File: config.mk
export PLATFORM = sky130hd
export DESIGN_NAME = data_memory_arbiter_flat
export DESIGN_NICKNAME = d
export VERILOG_FILES = /design/src/rtl/data_memory_arbiter_if.sv /design/src/rtl/data_memory_arbiter.sv /design/src/flat_wrapper.sv
export SDC_FILE = /design/constraint.sdc
export NUM_CORES = 1
export LEC_CHECK = 0
export CAP_MARGIN = 20
export CORE_AREA = 2 2 125 127
export CTS_CLUSTER_SIZE = 28
export DETAILED_ROUTE_END_ITERATION = 8
export DIE_AREA = 0 0 127 129
export MAX_ROUTING_LAYER = met4
export PLACE_DENSITY = 0.94
export SYNTH_ARGS = -nofsm -noshare
export SYNTH_HDL_FRONTEND = slang
export SYNTH_SLANG_ARGS = --single-unit
File: constraint.sdc
create_clock -name clock -period 3.1 [get_ports clock]
set_input_delay 0.31 -clock clock [delete_from_list [all_inputs] [get_ports clock]]
set_output_delay 0.31 -clock clock [all_outputs]
set_load 0.05 [all_outputs]
File: src/rtl/data_memory_arbiter_if.sv
// Bus bundle between the two requesters, the arbiter and the single-port DataMemory.
// master: arbiter view (drives gnt/rvalid/rdata and the memory strobes).
// slave : requester/memory view (drives req/we/addr/wdata and mem_rdata).
interface data_memory_arbiter_if #(
  parameter int ADDR_W = 32,
  parameter int DATA_W = 32
);
  logic              core_req, core_we, core_gnt, core_rvalid;
  logic [ADDR_W-1:0] core_addr;
  logic [DATA_W-1:0] core_wdata, core_rdata;
  logic              dbg_req, dbg_we, dbg_gnt, dbg_rvalid;
  logic [ADDR_W-1:0] dbg_addr;
  logic [DATA_W-1:0] dbg_wdata, dbg_rdata;
  logic              mem_read, mem_write;
  logic [ADDR_W-1:0] mem_addr;
  logic [DATA_W-1:0] mem_wdata, mem_rdata;
  logic              busy, owner;

  modport master (
    input  core_req, core_we, core_addr, core_wdata,
    input  dbg_req, dbg_we, dbg_addr, dbg_wdata, mem_rdata,
    output core_gnt, core_rvalid, core_rdata,
    output dbg_gnt, dbg_rvalid, dbg_rdata,
    output mem_read, mem_write, mem_addr, mem_wdata, busy, owner
  );

  modport slave (
    output core_req, core_we, core_addr, core_wdata,
    output dbg_req, dbg_we, dbg_addr, dbg_wdata, mem_rdata,
    input  core_gnt, core_rvalid, core_rdata,
    input  dbg_gnt, dbg_rvalid, dbg_rdata,
    input  mem_read, mem_write, mem_addr, mem_wdata, busy, owner
  );
endinterface

File: src/rtl/data_memory_arbiter.sv
// Two-requester (core / debug) arbiter in front of the single-port DataMemory.
// One access in flight: IDLE -> ACCESS -> (WAIT) -> RESP -> IDLE.
// Optional feature macro ARB_ROUND_ROBIN_EN: on a tie the port that did not own
// the previous access wins; otherwise the core always wins a tie.
module data_memory_arbiter #(
  parameter int ADDR_W      = 32,
  parameter int DATA_W      = 32,
  parameter int MEM_LATENCY = 1   // 1..4 cycles strobe -> mem_rdata
) (
  input  logic                  clock,
  input  logic                  reset,   // async, active low
  data_memory_arbiter_if.master bus
);

  typedef enum logic [1:0] {IDLE, ACCESS, WAIT, RESP} state_e;

  state_e            state_q;
  logic              we_q, owner_q;
  logic [ADDR_W-1:0] addr_q;
  logic [DATA_W-1:0] wdata_q, core_rdata_q, dbg_rdata_q;
  logic [2:0]        cnt_q;
  logic              mem_read_q, mem_write_q, core_rvalid_q, dbg_rvalid_q;

  logic              idle, any_req, pick_dbg, we_d;
  logic [ADDR_W-1:0] addr_d;
  logic [DATA_W-1:0] wdata_d, resp_data;

  // Winner selection and the request fields to latch at the grant edge
  always_comb begin
    idle    = (state_q == IDLE);
    any_req = bus.core_req | bus.dbg_req;
`ifdef ARB_ROUND_ROBIN_EN
    pick_dbg = bus.dbg_req & (~bus.core_req | ~owner_q);
`else
    pick_dbg = bus.dbg_req & ~bus.core_req;
`endif
    we_d      = pick_dbg ? bus.dbg_we    : bus.core_we;
    addr_d    = pick_dbg ? bus.dbg_addr  : bus.core_addr;
    wdata_d   = pick_dbg ? bus.dbg_wdata : bus.core_wdata;
    resp_data = we_q ? '0 : bus.mem_rdata;
  end

  // Grants are combinational in IDLE; rdata is live during the response cycle
  // and held from the capture register afterwards.
  assign bus.core_gnt    = idle & bus.core_req & ~pick_dbg;
  assign bus.dbg_gnt     = idle & pick_dbg;
  assign bus.core_rvalid = core_rvalid_q;
  assign bus.dbg_rvalid  = dbg_rvalid_q;
  assign bus.core_rdata  = core_rvalid_q ? resp_data : core_rdata_q;
  assign bus.dbg_rdata   = dbg_rvalid_q  ? resp_data : dbg_rdata_q;
  assign bus.mem_read    = mem_read_q;
  assign bus.mem_write   = mem_write_q;
  assign bus.mem_addr    = addr_q;
  assign bus.mem_wdata   = wdata_q;
  assign bus.busy        = ~idle;
  assign bus.owner       = owner_q;

  // Access sequencer with registered strobes and response pulses
  always_ff @(posedge clock or negedge reset) begin
    if (!reset) begin
      state_q       <= IDLE;
      we_q          <= 1'b0;
      owner_q       <= 1'b0;
      addr_q        <= '0;
      wdata_q       <= '0;
      cnt_q         <= '0;
      mem_read_q    <= 1'b0;
      mem_write_q   <= 1'b0;
      core_rvalid_q <= 1'b0;
      dbg_rvalid_q  <= 1'b0;
      core_rdata_q  <= '0;
      dbg_rdata_q   <= '0;
    end else begin
      mem_read_q    <= 1'b0;
      mem_write_q   <= 1'b0;
      core_rvalid_q <= 1'b0;
      dbg_rvalid_q  <= 1'b0;
      case (state_q)
        IDLE: if (any_req) begin
          we_q        <= we_d;
          addr_q      <= addr_d;
          wdata_q     <= wdata_d;
          owner_q     <= pick_dbg;
          mem_read_q  <= ~we_d;
          mem_write_q <= we_d;
          state_q     <= ACCESS;
        end
        ACCESS: begin
          cnt_q <= 3'(MEM_LATENCY - 1);
          if (MEM_LATENCY == 1) begin
            state_q       <= RESP;
            core_rvalid_q <= ~owner_q;
            dbg_rvalid_q  <= owner_q;
          end else begin
            state_q <= WAIT;
          end
        end
        WAIT: begin
          cnt_q <= cnt_q - 3'd1;
          if (cnt_q == 3'd1) begin
            state_q       <= RESP;
            core_rvalid_q <= ~owner_q;
            dbg_rvalid_q  <= owner_q;
          end
        end
        RESP: begin
          if (owner_q) dbg_rdata_q  <= resp_data;
          else         core_rdata_q <= resp_data;
          state_q <= IDLE;
        end
        default: state_q <= IDLE;
      endcase
    end
  end

endmodule

File: src/flat_wrapper.sv
// flat-port wrapper written by rule: the top's interface ports become plain ports
module data_memory_arbiter_flat 
#(
  parameter int ADDR_W      = 32,
  parameter int DATA_W      = 32,
  parameter int MEM_LATENCY = 1                                     
)
  (clock, reset, bus_core_req, bus_core_we, bus_core_addr, bus_core_wdata, bus_dbg_req, bus_dbg_we, bus_dbg_addr, bus_dbg_wdata, bus_mem_rdata, bus_core_gnt, bus_core_rvalid, bus_core_rdata, bus_dbg_gnt, bus_dbg_rvalid, bus_dbg_rdata, bus_mem_read, bus_mem_write, bus_mem_addr, bus_mem_wdata, bus_busy, bus_owner);
  data_memory_arbiter_if #(.ADDR_W(ADDR_W), .DATA_W(DATA_W)) bus_i ();
  input  logic clock;
  input  logic reset;
  input wire logic [$bits(bus_i.core_req)-1:0] bus_core_req;
  input wire logic [$bits(bus_i.core_we)-1:0] bus_core_we;
  input wire logic [$bits(bus_i.core_addr)-1:0] bus_core_addr;
  input wire logic [$bits(bus_i.core_wdata)-1:0] bus_core_wdata;
  input wire logic [$bits(bus_i.dbg_req)-1:0] bus_dbg_req;
  input wire logic [$bits(bus_i.dbg_we)-1:0] bus_dbg_we;
  input wire logic [$bits(bus_i.dbg_addr)-1:0] bus_dbg_addr;
  input wire logic [$bits(bus_i.dbg_wdata)-1:0] bus_dbg_wdata;
  input wire logic [$bits(bus_i.mem_rdata)-1:0] bus_mem_rdata;
  output wire logic [$bits(bus_i.core_gnt)-1:0] bus_core_gnt;
  output wire logic [$bits(bus_i.core_rvalid)-1:0] bus_core_rvalid;
  output wire logic [$bits(bus_i.core_rdata)-1:0] bus_core_rdata;
  output wire logic [$bits(bus_i.dbg_gnt)-1:0] bus_dbg_gnt;
  output wire logic [$bits(bus_i.dbg_rvalid)-1:0] bus_dbg_rvalid;
  output wire logic [$bits(bus_i.dbg_rdata)-1:0] bus_dbg_rdata;
  output wire logic [$bits(bus_i.mem_read)-1:0] bus_mem_read;
  output wire logic [$bits(bus_i.mem_write)-1:0] bus_mem_write;
  output wire logic [$bits(bus_i.mem_addr)-1:0] bus_mem_addr;
  output wire logic [$bits(bus_i.mem_wdata)-1:0] bus_mem_wdata;
  output wire logic [$bits(bus_i.busy)-1:0] bus_busy;
  output wire logic [$bits(bus_i.owner)-1:0] bus_owner;
  assign bus_i.core_req = bus_core_req;
  assign bus_i.core_we = bus_core_we;
  assign bus_i.core_addr = bus_core_addr;
  assign bus_i.core_wdata = bus_core_wdata;
  assign bus_i.dbg_req = bus_dbg_req;
  assign bus_i.dbg_we = bus_dbg_we;
  assign bus_i.dbg_addr = bus_dbg_addr;
  assign bus_i.dbg_wdata = bus_dbg_wdata;
  assign bus_i.mem_rdata = bus_mem_rdata;
  assign bus_core_gnt = bus_i.core_gnt;
  assign bus_core_rvalid = bus_i.core_rvalid;
  assign bus_core_rdata = bus_i.core_rdata;
  assign bus_dbg_gnt = bus_i.dbg_gnt;
  assign bus_dbg_rvalid = bus_i.dbg_rvalid;
  assign bus_dbg_rdata = bus_i.dbg_rdata;
  assign bus_mem_read = bus_i.mem_read;
  assign bus_mem_write = bus_i.mem_write;
  assign bus_mem_addr = bus_i.mem_addr;
  assign bus_mem_wdata = bus_i.mem_wdata;
  assign bus_busy = bus_i.busy;
  assign bus_owner = bus_i.owner;
  data_memory_arbiter #(.ADDR_W(ADDR_W), .DATA_W(DATA_W), .MEM_LATENCY(MEM_LATENCY)) u_core (.clock(clock), .reset(reset), .bus(bus_i));
endmodule
==> metrics.yaml <==
setup_path:
  critPathKind: "flop to output port"
  max_stage_delay_ps: 810
  reg2reg_slack_ps: 1290
  startpoint_type: "flop"
  path_cells: "inv_1 > ha_1 > and2_1 > clkdlybuf4s50_1"
  worstPathRequired_ps: 2790
  cp_slowest_cell: "clkdlybuf4s50_1"
  worstSetupEndpointType: "output port"
  critPathMaxFanout: 6
  crit_arrival_ps: 2300
detailed_routing:
  wire_per_inst_um: 17.6
  drt_pre_antenna_iters: 5
  drt_iter0_markers: 274
  route.met3.wl_mm: 1.19
  wl_met2_mm: 10.5
  vias_per_cell: 5.09
  routed.top_layer: "met4"
  drt-total-wl_mm: 20.4
  wl_met1_mm: 7.90
  vias: 5912
  ant_nets: 0
  drc: 0
clock_network:
  clk_pin_slew_ps: 60
  ctsHoldBuffers: 1
  cts_resized: 0
  cts_root_buf: "clkbuf_16"
  cts_max_level: 4
  clock_sinks: 139
  cts_buffer_depth: 2
  numCtsBuffers: 17
  clk-insertion-delay-late_ps: 410
  cts_tree: "built"
  postCtsSetupBuffers: 0
final_layout:
  fin_cells: 1161
  nets: 1132
  fill_cells: 1042
  syn2layout_area_growth_pct: 54.3
  drive_gt1_frac: 0.126
  antenna_cells: 0
timing:
  rsz0062_at_grt: "false"
  min_period_ps: 2610
  slew_violations: 0
  finalCritPeriodShare: 0.841
  worst_slack_ps: 493
  skew_ps: 7.05
  hold_slack_ps: 479
  max-slew-margin-rel: 0.535
  setup_violations: 0
  hold_viol: 0
  fin_tns_setup_ps: 0
  worst_pin_slew_ps: 697
  fmax_ghz: 0.384
die:
  ios: 302
  dieArea_sq_um: 16400
  die_x_um: 127
  core-area_sq_um: 15000
  start_util: 0.456
  num_rows: 45
  fp.dieH_um: 129
global_route:
  grt_pass1_wl_mm: 31.9
  grt_max_degree: 86
  overflow: 0
  grt_pass1_vias: 6218
  grt_usage: 0.261
  antenna_found_initial: 0
run_status:
  status: "finished clean"
place:
  dp_hpwl_mm: 14.8
  dp_cells: 1128
  gp_congestion: 0.811
  place_ws_ps: 835
  port_buffers: 301
power:
  combPwrFrac: 0.604
  pwr-share-seq: 0.237
  switching_share: 0.499
  peakVddDrop_uv: 550
  intPower_mw: 6.44
  switchingPower_mw: 6.41
  p_per_area_nw_per_um2: 1220
  power.total_mw: 12.8
  p_leak_nw: 4.57
  power_frac_clock: 0.159
synthesis:
  synth-seq-cells: 139
  ys_warn_count: 0
  synth_seq_area_share: 0.509
  yosysUniqueCellTypes: 25
  syn-instance-count: 677
  syn_area_sq_um: 6830
  synth_nets: 849
  avgSynthCellArea_sq_um: 10.1
worst_hold_path:
  hold_class: "flop to flop"
run:
  maxCapViolations: 0
placed cells by master, fill, tap and decap left out, drive strengths merged, types with 6 or more instances in the layout:
master and instances:
nor2b 34, mux2 65, clkbuf 18, clkdlybuf4s50 290
o21ai 131, dfrtp 139, buf 22, nand2 162
inv 13, mux2i 68, ha 6
per-stage QoR:
| step | utilization | area, sq um |
|---|---|---|
| after global placement | 0.663 | 9930 |
| after CTS | 0.704 | 10500 |
| after floorplan | - | 6830 |
| after detailed placement | 0.663 | 9930 |
| after global routing | 0.704 | 10500 |
| final | 0.704 | 10500 |
cell families after synthesis:
family / Yosys count / synth area share
multiplexers: 133 / 0.207
buffers and inverters: 57 / 0.0436
AO/OA/AOI/OAI: 135 / 0.100
adder cells (fa/ha/maj): 6 / 0.0110
AND/OR/NAND/NOR: 207 / 0.129
flip-flops: 139 / 0.509
worst max-delay path, delay by kind of cell (launching register included):
kind | cells | cell delay, ps
adder cells (fa/ha/maj) | 1 | 340
buffers and inverters | 2 | 910
flip-flops | 1 | 420
AND/OR/NAND/NOR | 1 | 210
per-layer routing:
| layer | vias to the layer above | global-route usage |
|---|---|---|
| li1 | 2869 | - |
| met1 | 2743 | 0.291 |
| met2 | 247 | 0.446 |
| met3 | 53 | 0.0553 |
| met4 | 0 | 0.127 |
| met5 | - | - |
sequential cells by signal (all words and copies together) (netlist names):
signal / cells
u_core.bus.core_rvalid: 1
u_core.bus.dbg_rvalid: 1
u_core.bus.mem_addr: 32
u_core.bus.mem_read: 1
u_core.bus.mem_wdata: 32
u_core.bus.mem_write: 1
u_core.bus.owner: 1
u_core.cnt_q: 3
u_core.core_rdata_q: 32
u_core.dbg_rdata_q: 32
u_core.state_q: 2
u_core.we_q: 1
synth_stat cells:
cell / instances / share of area
mux2_2: 64 / 0.11
buf_4: 2 / 0.0022
ha_1: 6 / 0.011
a22oi_1: 1 / 0.0011
nand2b_1: 2 / 0.0018
nor2_1: 5 / 0.0027
mux2_1: 1 / 0.0016
and3b_1: 1 / 0.0013
o21ai_1: 127 / 0.093
buf_6: 1 / 0.0016
nand3b_1: 1 / 0.0011
nor2b_1: 34 / 0.031
o21ai_0: 4 / 0.0029
clkbuf_1: 23 / 0.013
and2_1: 2 / 0.0018
buf_2: 19 / 0.014
o2bb2ai_1: 1 / 0.0013
buf_8: 4 / 0.0088
o22ai_1: 1 / 0.00092
a21oi_1: 1 / 0.00073
inv_2: 1 / 0.00055
dfrtp_1: 139 / 0.51
inv_1: 7 / 0.0038
nand2_1: 162 / 0.089
mux2i_1: 68 / 0.10
path summary, 6_finish.rpt:
kind / to / cells past startpoint / from
max: bus_core_gnt / 4 / u_core.state_q[1]$_DFFE_PN0P_
min: u_core.dbg_rdata_q[1]$_DFFE_PN0P_ / 2 / u_core.dbg_rdata_q[1]$_DFFE_PN0P_
max reg2reg: u_core.dbg_rdata_q[17]$_DFFE_PN0P_ / 5 / u_core.state_q[1]$_DFFE_PN0P_
min reg2reg: u_core.dbg_rdata_q[1]$_DFFE_PN0P_ / 2 / u_core.dbg_rdata_q[1]$_DFFE_PN0P_
max in group asynchronous: u_core.dbg_rdata_q[10]$_DFFE_PN0P_ / 3 / reset
min in group asynchronous: u_core.dbg_rdata_q[25]$_DFFE_PN0P_ / 2 / reset
power by group through the flow:
| stage | sequential [mW] | clock (mW) | combinational, mW |
|---|---|---|---|
| 2_1_floorplan | 4.46 | 0 | 3.75 |
| 3_3_place_gp | 3.01 | 0 | 7.65 |
| 3_5_place_dp | 3.06 | 0 | 7.78 |
| 4_1_cts | 3.04 | 2.09 | 7.82 |
| 5_1_grt | 3.14 | 2.16 | 8.19 |
| 6_report | 3.04 | 2.04 | 7.76 |
area by class of cell:
cell class	instances	area (sq um)	area share
flip-flops and latches	139	3480	0.330
multi-input cells	481	3080	0.292
clock buffers	18	439	0.0417
clock inverters	14	160	0.0152
well taps	188	235	0.0223
repair buffers	313	3120	0.296
inverters	8	30.0	0.00285
(Power assumes the default switching activity.)
